File: src/rtl/asip_pkg.sv
// Shared types and constants for the vector ASIP pipeline.
// Instruction width, special encodings and the fetch FSM state type.
package asip_pkg;

    localparam int unsigned INSTR_W = 16;

    localparam logic [INSTR_W-1:0] NOP_INSTR  = 16'h0000;
    localparam logic [INSTR_W-1:0] HALT_INSTR = 16'hFFFF;

    typedef enum logic [0:0] {
        FETCH_RUN  = 1'b0,
        FETCH_HALT = 1'b1
    } fetch_state_t;

endpackage

File: src/rtl/fetch_if_id_reg.sv
// IF/ID pipeline register: instruction word, its PC and a valid flag.
// Priority bubble > hold > load; a bubble leaves the stored PC untouched.
module fetch_if_id_reg
    import asip_pkg::*;
#(
    parameter int unsigned PC_W = 8
) (
    input  logic               clk_i,
    input  logic               reset_i,
    input  logic               load_i,
    input  logic               bubble_i,
    input  logic               hold_i,
    input  logic [INSTR_W-1:0] instr_i,
    input  logic [PC_W-1:0]    pc_i,
    output logic [INSTR_W-1:0] instr_o,
    output logic [PC_W-1:0]    pc_o,
    output logic               valid_o
);

    logic [INSTR_W-1:0] instr_q, instr_d;
    logic [PC_W-1:0]    pc_q, pc_d;
    logic               valid_q, valid_d;

    always_comb begin
        instr_d = instr_q;
        pc_d    = pc_q;
        valid_d = valid_q;
        if (bubble_i) begin
            instr_d = NOP_INSTR;
            valid_d = 1'b0;
        end else if (hold_i) begin
            instr_d = instr_q;
        end else if (load_i) begin
            instr_d = instr_i;
            pc_d    = pc_i;
            valid_d = 1'b1;
        end
    end

    always_ff @(posedge clk_i) begin
        if (reset_i) begin
            instr_q <= NOP_INSTR;
            pc_q    <= '0;
            valid_q <= 1'b0;
        end else begin
            instr_q <= instr_d;
            pc_q    <= pc_d;
            valid_q <= valid_d;
        end
    end

    assign instr_o = instr_q;
    assign pc_o    = pc_q;
    assign valid_o = valid_q;

endmodule

File: src/rtl/fetch_stage.sv
// Instruction-fetch stage: PC, fetch FSM (run/halt) and the IF/ID register.
// Optional macro FETCH_PERF_CNT_EN adds a saturating fetch_count output.
module fetch_stage
    import asip_pkg::*;
#(
    parameter int unsigned     PC_W     = 8,
    parameter logic [PC_W-1:0] RESET_PC = '0
) (
    input  logic               clk,
    input  logic               reset,
    input  logic               pc_write_en,
    input  logic               flush,
    input  logic               branch_taken,
    input  logic [PC_W-1:0]    branch_target,
    output logic [PC_W-1:0]    imem_addr,
    input  logic [INSTR_W-1:0] imem_rdata,
    output logic [INSTR_W-1:0] instruction,
    output logic [PC_W-1:0]    pc_out,
    output logic               valid,
    output logic               halted
`ifdef FETCH_PERF_CNT_EN
    ,
    output logic [31:0]        fetch_count
`endif
);

    fetch_state_t    state_q, state_d;
    logic [PC_W-1:0] pc_q, pc_d;
    logic            ifid_load, ifid_bubble, ifid_hold;

    always_comb begin
        state_d     = state_q;
        pc_d        = pc_q;
        ifid_load   = 1'b0;
        ifid_bubble = 1'b0;
        ifid_hold   = 1'b0;
        unique case (state_q)
            FETCH_RUN: begin
                if (branch_taken) begin
                    pc_d        = branch_target;
                    ifid_bubble = 1'b1;
                end else if (flush) begin
                    ifid_bubble = 1'b1;
                    if (pc_write_en) begin
                        pc_d = pc_q + 1'b1;
                    end
                end else if (!pc_write_en) begin
                    ifid_hold = 1'b1;
                end else begin
                    ifid_load = 1'b1;
                    // HALT word is latched as a real instruction but the PC parks on it.
                    if (imem_rdata == HALT_INSTR) begin
                        state_d = FETCH_HALT;
                    end else begin
                        pc_d = pc_q + 1'b1;
                    end
                end
            end
            FETCH_HALT: begin
                ifid_bubble = 1'b1;
                if (branch_taken) begin
                    pc_d    = branch_target;
                    state_d = FETCH_RUN;
                end
            end
            default: begin
                state_d = FETCH_RUN;
            end
        endcase
    end

    always_ff @(posedge clk) begin
        if (reset) begin
            state_q <= FETCH_RUN;
            pc_q    <= RESET_PC;
        end else begin
            state_q <= state_d;
            pc_q    <= pc_d;
        end
    end

    fetch_if_id_reg #(
        .PC_W (PC_W)
    ) u_if_id (
        .clk_i    (clk),
        .reset_i  (reset),
        .load_i   (ifid_load),
        .bubble_i (ifid_bubble),
        .hold_i   (ifid_hold),
        .instr_i  (imem_rdata),
        .pc_i     (pc_q),
        .instr_o  (instruction),
        .pc_o     (pc_out),
        .valid_o  (valid)
    );

    assign imem_addr = pc_q;
    assign halted    = (state_q == FETCH_HALT);

`ifdef FETCH_PERF_CNT_EN
    logic [31:0] fetch_count_q;

    always_ff @(posedge clk) begin
        if (reset) begin
            fetch_count_q <= '0;
        end else if (ifid_load && (fetch_count_q != 32'hFFFF_FFFF)) begin
            fetch_count_q <= fetch_count_q + 32'd1;
        end
    end

    assign fetch_count = fetch_count_q;
`endif

endmodule

File: config.mk
export PLATFORM = sky130hd
export DESIGN_NAME = fetch_stage
export DESIGN_NICKNAME = d
export VERILOG_FILES = /design/src/rtl/asip_pkg.sv /design/src/rtl/fetch_if_id_reg.sv /design/src/rtl/fetch_stage.sv
export SDC_FILE = /design/constraint.sdc
export NUM_CORES = 1
export LEC_CHECK = 0
export ABC_AREA = 0
export CORE_MARGIN = 1.5
export CORE_UTILIZATION = 43
export CTS_CLUSTER_DIAMETER = 200
export DETAILED_ROUTE_END_ITERATION = 10
export GPL_ROUTABILITY_DRIVEN = 0
export PLACE_DENSITY = 0.83
export SLEW_MARGIN = 20
export SYNTH_ARGS = -nofsm -noshare
export SYNTH_HDL_FRONTEND = slang
export SYNTH_SLANG_ARGS = --single-unit
File: constraint.sdc
create_clock -name clk -period 1.8 [get_ports clk]
set_clock_uncertainty 0.05 [all_clocks]
set_input_delay 0.36 -clock clk [delete_from_list [all_inputs] [get_ports clk]]
set_output_delay 0.36 -clock clk [all_outputs]
set_load 0.02 [all_outputs]
==> Word-level counts from Yosys, hierarchy flattened <==
Cells that the tools add are included.
{ "word_totals": {"regBits": 34} }
{ "classes": {"add_sub_neg": 1, "bitwise": 3, "eq_ne": 4, "n_reduce_logical": 4, "n_mux": 24} }
{ "op_table": {"columns": ["cell", "n"], "rows": [
  ["$mux 8", 6],
  ["$eq 16x16->1 const B", 1],
  ["$pmux 8 s2", 1],
  ["$mux 1", 15],
  ["$add 8x1->8 const B", 1],
  ["$reduce_and 3->1", 2],
  ["$ne 4x4->1 const B", 1],
  ["$pmux 1 s2", 2],
  ["$ne 3x3->1 const B", 1],
  ["$not 1->1", 3],
  ["$ne 2x2->1 const B", 1],
  ["$reduce_and 2->1", 1],
  ["$reduce_or 2->1", 1]
]} }

==> Depth between registers and ports, before layout <==
{ "depth": {"ltp_word": 6, "mapped_depth": 7, "depth_no_buf": 5} }

==> Hierarchy <==
A second synthesis with hierarchy kept.
{ "unflattened": {"cells_unflattened": 191, "hier_area_um2": 1550.2} }
{ "by_module_without_submodules": {"columns": ["mod", "instances", "seq_area_each_um2", "cells_per_inst", "area_per_inst_um2"], "rows": [
  ["fetch_if_id_reg", 1, 500.5, 112, 949.7],
  ["fetch_stage", 1, 180.2, 79, 600.6]
]} }

==> Worst setup path after synthesis <==
OpenSTA, ideal clock, no wires.
{ "synth_path": {"path_type": "register -> register", "startpoint": "register pc_q[2] (netlist: imem_addr[2])", "endpoint": "register pc_q[7] (netlist: imem_addr[7])", "arrival_ns": 1.500, "setup_time_ns": 0.088, "synth_period_minus_slack_ns": 1.638, "required_time_ns": 1.662, "setup_slack_ns": 0.162, "path_stages_with_launch": 6, "path_cell_list": "dfxtp_1 -> and3_4 -> nand3_2 -> or2_0 -> o31a_1 -> o32ai_2"} }
{ "synth_between": {"elab_chain_cells": 6, "word_cells_on_any_way": 7} }
{ "synth_lines": {"columns": ["item", "line_no", "source"], "rows": [
  ["start, declared", "fetch_stage.sv:28", "logic [PC_W-1:0] pc_q, pc_d;"],
  ["start signal, assigned", "fetch_stage.sv:78", "pc_q <= pc_d;"],
  ["$add 8x1->8 *", "fetch_stage.sv:45, fetch_stage.sv:55", null],
  ["$mux 8", "fetch_stage.sv:52", "if (imem_rdata == HALT_INSTR) begin"],
  ["$mux 8", "fetch_stage.sv:47", "end else if (!pc_write_en) begin"],
  ["$mux 8 *", "fetch_stage.sv:42", "end else if (flush) begin"],
  ["$mux 8 *", "fetch_stage.sv:39", "if (branch_taken) begin"],
  ["$pmux 8 s2 *", "fetch_stage.sv:37", "unique case (state_q)"]
]} }
Every way passes the cells marked *; elsewhere a longest branch is shown, timed or not. The select of a mux whose other input is x is not followed.
A chain may end at the register's enable or synchronous reset.

==> Worst setup path in the final report <==
{ "layout_path": {"startpoint": "register pc_q[6] (netlist: imem_addr[6])", "endpoint": "output port imem_addr[6]"} }
{ "layout_rtl": {"columns": ["item", "line_no", "source"], "rows": [
  ["end, declared", "fetch_stage.sv:15", "output logic [PC_W-1:0] imem_addr,"]
]} }
No word-level cell between the ends.

==> results.md <==
- Worst path top cell family by delay: buffers and inverters
- Sum Neg Setup Slack: 0 ns
- FILL cells: between 300 and 400
- Yosys warns: 0
- Deepest clock path buffer count: 2
- Post-CTS Setup Inserts: 0
- Fin area: about 2500 µm²
- Initial antenna violation count: 0
- # setup viols final: 0
- IO Port Bufs: 62
- Tmin final: ~1.7 ns
- Clock slew at reported path FFs: approximately 0.070 ns
- Iter 0 DRT Violations: 74
- Die W: ~64 µm
- Critical Path Source Type: flip-flop
- Slew headroom: between 70% and 80%
- Area grow syn2layout: 53.7%
- # diodes: 0
- Switch Pwr: roughly 0.00044 W
- Initial core utilization: roughly 44%
- Min-Delay Path Depth: 3
- 1st-pass router iterations: 4
- Pin count of the biggest net entering global routing: 22
- Avg Cell Area, Syn: roughly 9.4 µm²
- Status: finished, final reports clean
- Switching part of the total: a little over a quarter
- Total grt overflow: 0
- Logic pwr share: between 10% and 20%
- Share of layout cells above drive strength 1: 17.2%
- Die area: around 4100 µm²
- Total GRT Usage: approximately a fifth
- Total Routed Length: around 3900 µm
- Yosys reg bits: 34
- I/O pin total: 63
- CP max FO: 5
- CP Data Required Time: between 1 and 1.5 ns
- CP arrival: 1.33 ns
- Clk sink count: 34
- Final hold viol count: 0
- CTS root buf: clkbuf_8
- Worst reg-to-reg path cell count: 5
- Worst Hold Path EP: u_if_id.instr_o[11]$_SDFFE_PP0P_
- Netlist cell types: 45
- Num rows: 22
- Pwr Total: between 0.0015 and 0.002 W
- Global-route wire length before repair: approximately 6500 µm
- DRT antenna net count: 0
- Max cap viols: 0
- Worst Hold Class: primary input to flip-flop
- Slowest CP cell: clkdlybuf4s50_1
- Count of pins over their slew limit: 0
- Leading cell type in the layout, fill and taps excluded: clkdlybuf4s50_1
- H-tree depth: 2
- RSZ-0062 raised after global routing: true
- Reg2reg end: imem_addr[7]$_SDFFE_PP0P_
- Kind of critical path: flip-flop to output pin
- Most frequent cells in the layout: clkdlybuf4s50_1, dfxtp_1, nand2_1
- Crit Reg-Reg Startpoint: imem_addr[0]$_SDFFE_PP0P_
- Total core area: 3630 µm²
- Vias per cell: between 4 and 5
- Worst Max-Slew Pin Slew: ~0.36 ns
- Detail Placement HPWL: a little under 3000 µm
- Clk network pwr share: 34.0%
- Maximum vdd drop: between 0.5 and 0.6 mV
- Mapped Area: 1610 µm²
- Detailed-route DRC error count: 0
- CP cell instances: clkdlybuf4s50_1
- Sequential Power Share: 47.2%
- Worst R2R Setup Slack: roughly 0.21 ns
- CTS tree: done
- Min-delay src: imem_rdata[11]
- Post-synth net total: 202
- Hold Buf Count CTS: 0
- Clk_lat worst skew: 0.28 ns
- Placed inst area: 2360 µm²
- Pwr/cell area: approximately 690 nW/µm²
- # nets final: roughly 280
- Crit end category: output pin
- Leak: 0.991 nW
- Worst path buffer plus inverter count: 1
- Vias in the first global route: 1,367
- Sequential share of the synthesized area: 42.3%
- Num CTS Buffers: 5
- P_int: around 0.0013 W
- Fmax: 0.574 GHz
- Period Utilization, post-route: a little over nine tenths
- Via count of the routed design: between 1,000 and 1,500
- Mean routed wirelength per cell: between 10 and 15 µm
- Critical Path Max Stage Delay: 0.64 ns
- Post-Syn Instances: between 150 and 200
- DIE HEIGHT: ~64 µm
worst max-delay path by stage:
stage | end | slack [ns] | from | depth (start not counted)
2_1_floorplan | imem_addr[7]$_SDFFE_PP0P_ | 0.16 | imem_addr[2]$_SDFFE_PP0P_ | 5
3_3_place_gp | imem_addr[0]$_SDFFE_PP0P_ | -0.24 | imem_rdata[5] | 6
3_5_place_dp | imem_addr[5]$_SDFFE_PP0P_ | -0.26 | imem_rdata[5] | 6
4_1_cts | imem_addr[0] | 0.02 | imem_addr[0]$_SDFFE_PP0P_ | 1
5_1_grt | u_if_id.pc_o[2]$_SDFFE_PP0P_ | -0.01 | branch_taken | 7
6_report | imem_addr[6] | 0.06 | imem_addr[6]$_SDFFE_PP0P_ | 1
per-layer routing:
metal  vias to the layer above  wire length (µm)  GRT usage (%)
met2                        39              1820           31.8
met5                         -                 0              0
met1                       682              1870           27.5
met3                         4               172           4.23
li1                        753                 -              -
met4                         0                53           7.18
sequential cells by signal (all words and copies together), names as in the netlist:
register         count
u_if_id.instr_o     16
halted               1
u_if_id.valid_o      1
u_if_id.pc_o         8
imem_addr            8
power by group through the flow:
| stage | clock, W | combinational [W] | sequential (W) |
|---|---|---|---|
| 5_1_grt | 0.000642 | 0.000342 | 0.000803 |
| 4_1_cts | 0.000592 | 0.000319 | 0.000799 |
| 3_5_place_dp | 0 | 0.000318 | 0.000816 |
| 2_1_floorplan | 0 | 0.000127 | 0.000845 |
| 3_3_place_gp | 0 | 0.000315 | 0.000816 |
| 6_report | 0.000576 | 0.000319 | 0.000800 |
worst reg2reg max path, delay by kind of cell, from the launching register on:
family | cells | cell delay [ns]
and+or+nand+nor | 3 | 0.59
AOI/OAI and AO/OA | 2 | 0.45
DFF | 1 | 0.42
layout make-up:
cell class / instances / area, µm² / area share, %
well taps: 48 / 60.1 / 2.43
repair buffers: 79 / 771 / 31.2
inverters: 2 / 7.51 / 0.303
clock buffers: 7 / 86.3 / 3.49
multi-input cells: 127 / 863 / 34.9
flip-flops and latches: 34 / 681 / 27.5
clock inverters: 1 / 5.00 / 0.202
cell families (layout without fill, tap and decap cells):
| kind of cell | after synthesis | after routing | share of synthesized area [%] |
|---|---|---|---|
| flops | 34 | 34 | 42.3 |
| mux | 17 | 17 | 10.6 |
| fa+ha+maj | 1 | 1 | 0.777 |
| simple gates | 77 | 77 | 27.5 |
| buf+inv | 11 | 89 | 4.82 |
| compound gates | 32 | 32 | 14.1 |
cells in the mapped netlist (all sizes together):
cell type,count,share of area [%]
and3,1,0.70
nand2,29,6.9
nor3b,1,0.47
nand2b,3,1.2
o41ai,1,0.54
clkbuf,1,0.23
mux2i,17,11
a21boi,3,1.6
and2,1,0.39
nor2,27,11
o21ai,3,0.93
a21bo,1,0.62
or3,1,0.39
a2bb2oi,1,0.54
o21a,1,0.47
o32ai,3,2.1
ha,1,0.78
a31o,1,0.54
nor4,1,1.3
or2,2,0.78
nand3b,1,0.47
o31ai,1,0.47
nand4,4,1.6
nor3,1,0.31
inv,2,0.47
o31a,1,0.54
a22oi,1,0.47
a21oi,12,3.7
a311oi,1,0.54
a21o,2,0.93
nand3,5,1.9
buf,8,4.1
dfxtp,34,42
per-stage QoR:
stage / util [%] / std cells / hold WS, ns / worst slack (ns)
6_report: 68.1 / 298 / 0.343 / 0.0589
5_1_grt: 68.1 / 298 / 0.363 / -0.0142
4_1_cts: 67.4 / 298 / 0.407 / 0.0249
3_5_place_dp: 64.9 / 290 / 0.398 / -0.262
3_3_place_gp: 64.9 / 290 / 0.393 / -0.243
2_1_floorplan: - / 172 / 0.457 / 0.162
timing repair:
| action | 4_1_cts | 5_1_grt |
|---|---|---|
| gates cloned | 0 | 0 |
| pin swaps | 0 | 5 |
| endpoints found under the setup margin | 2 | 10 |
| resized for setup | 2 | 8 |
(Power assumes the default switching activity.)
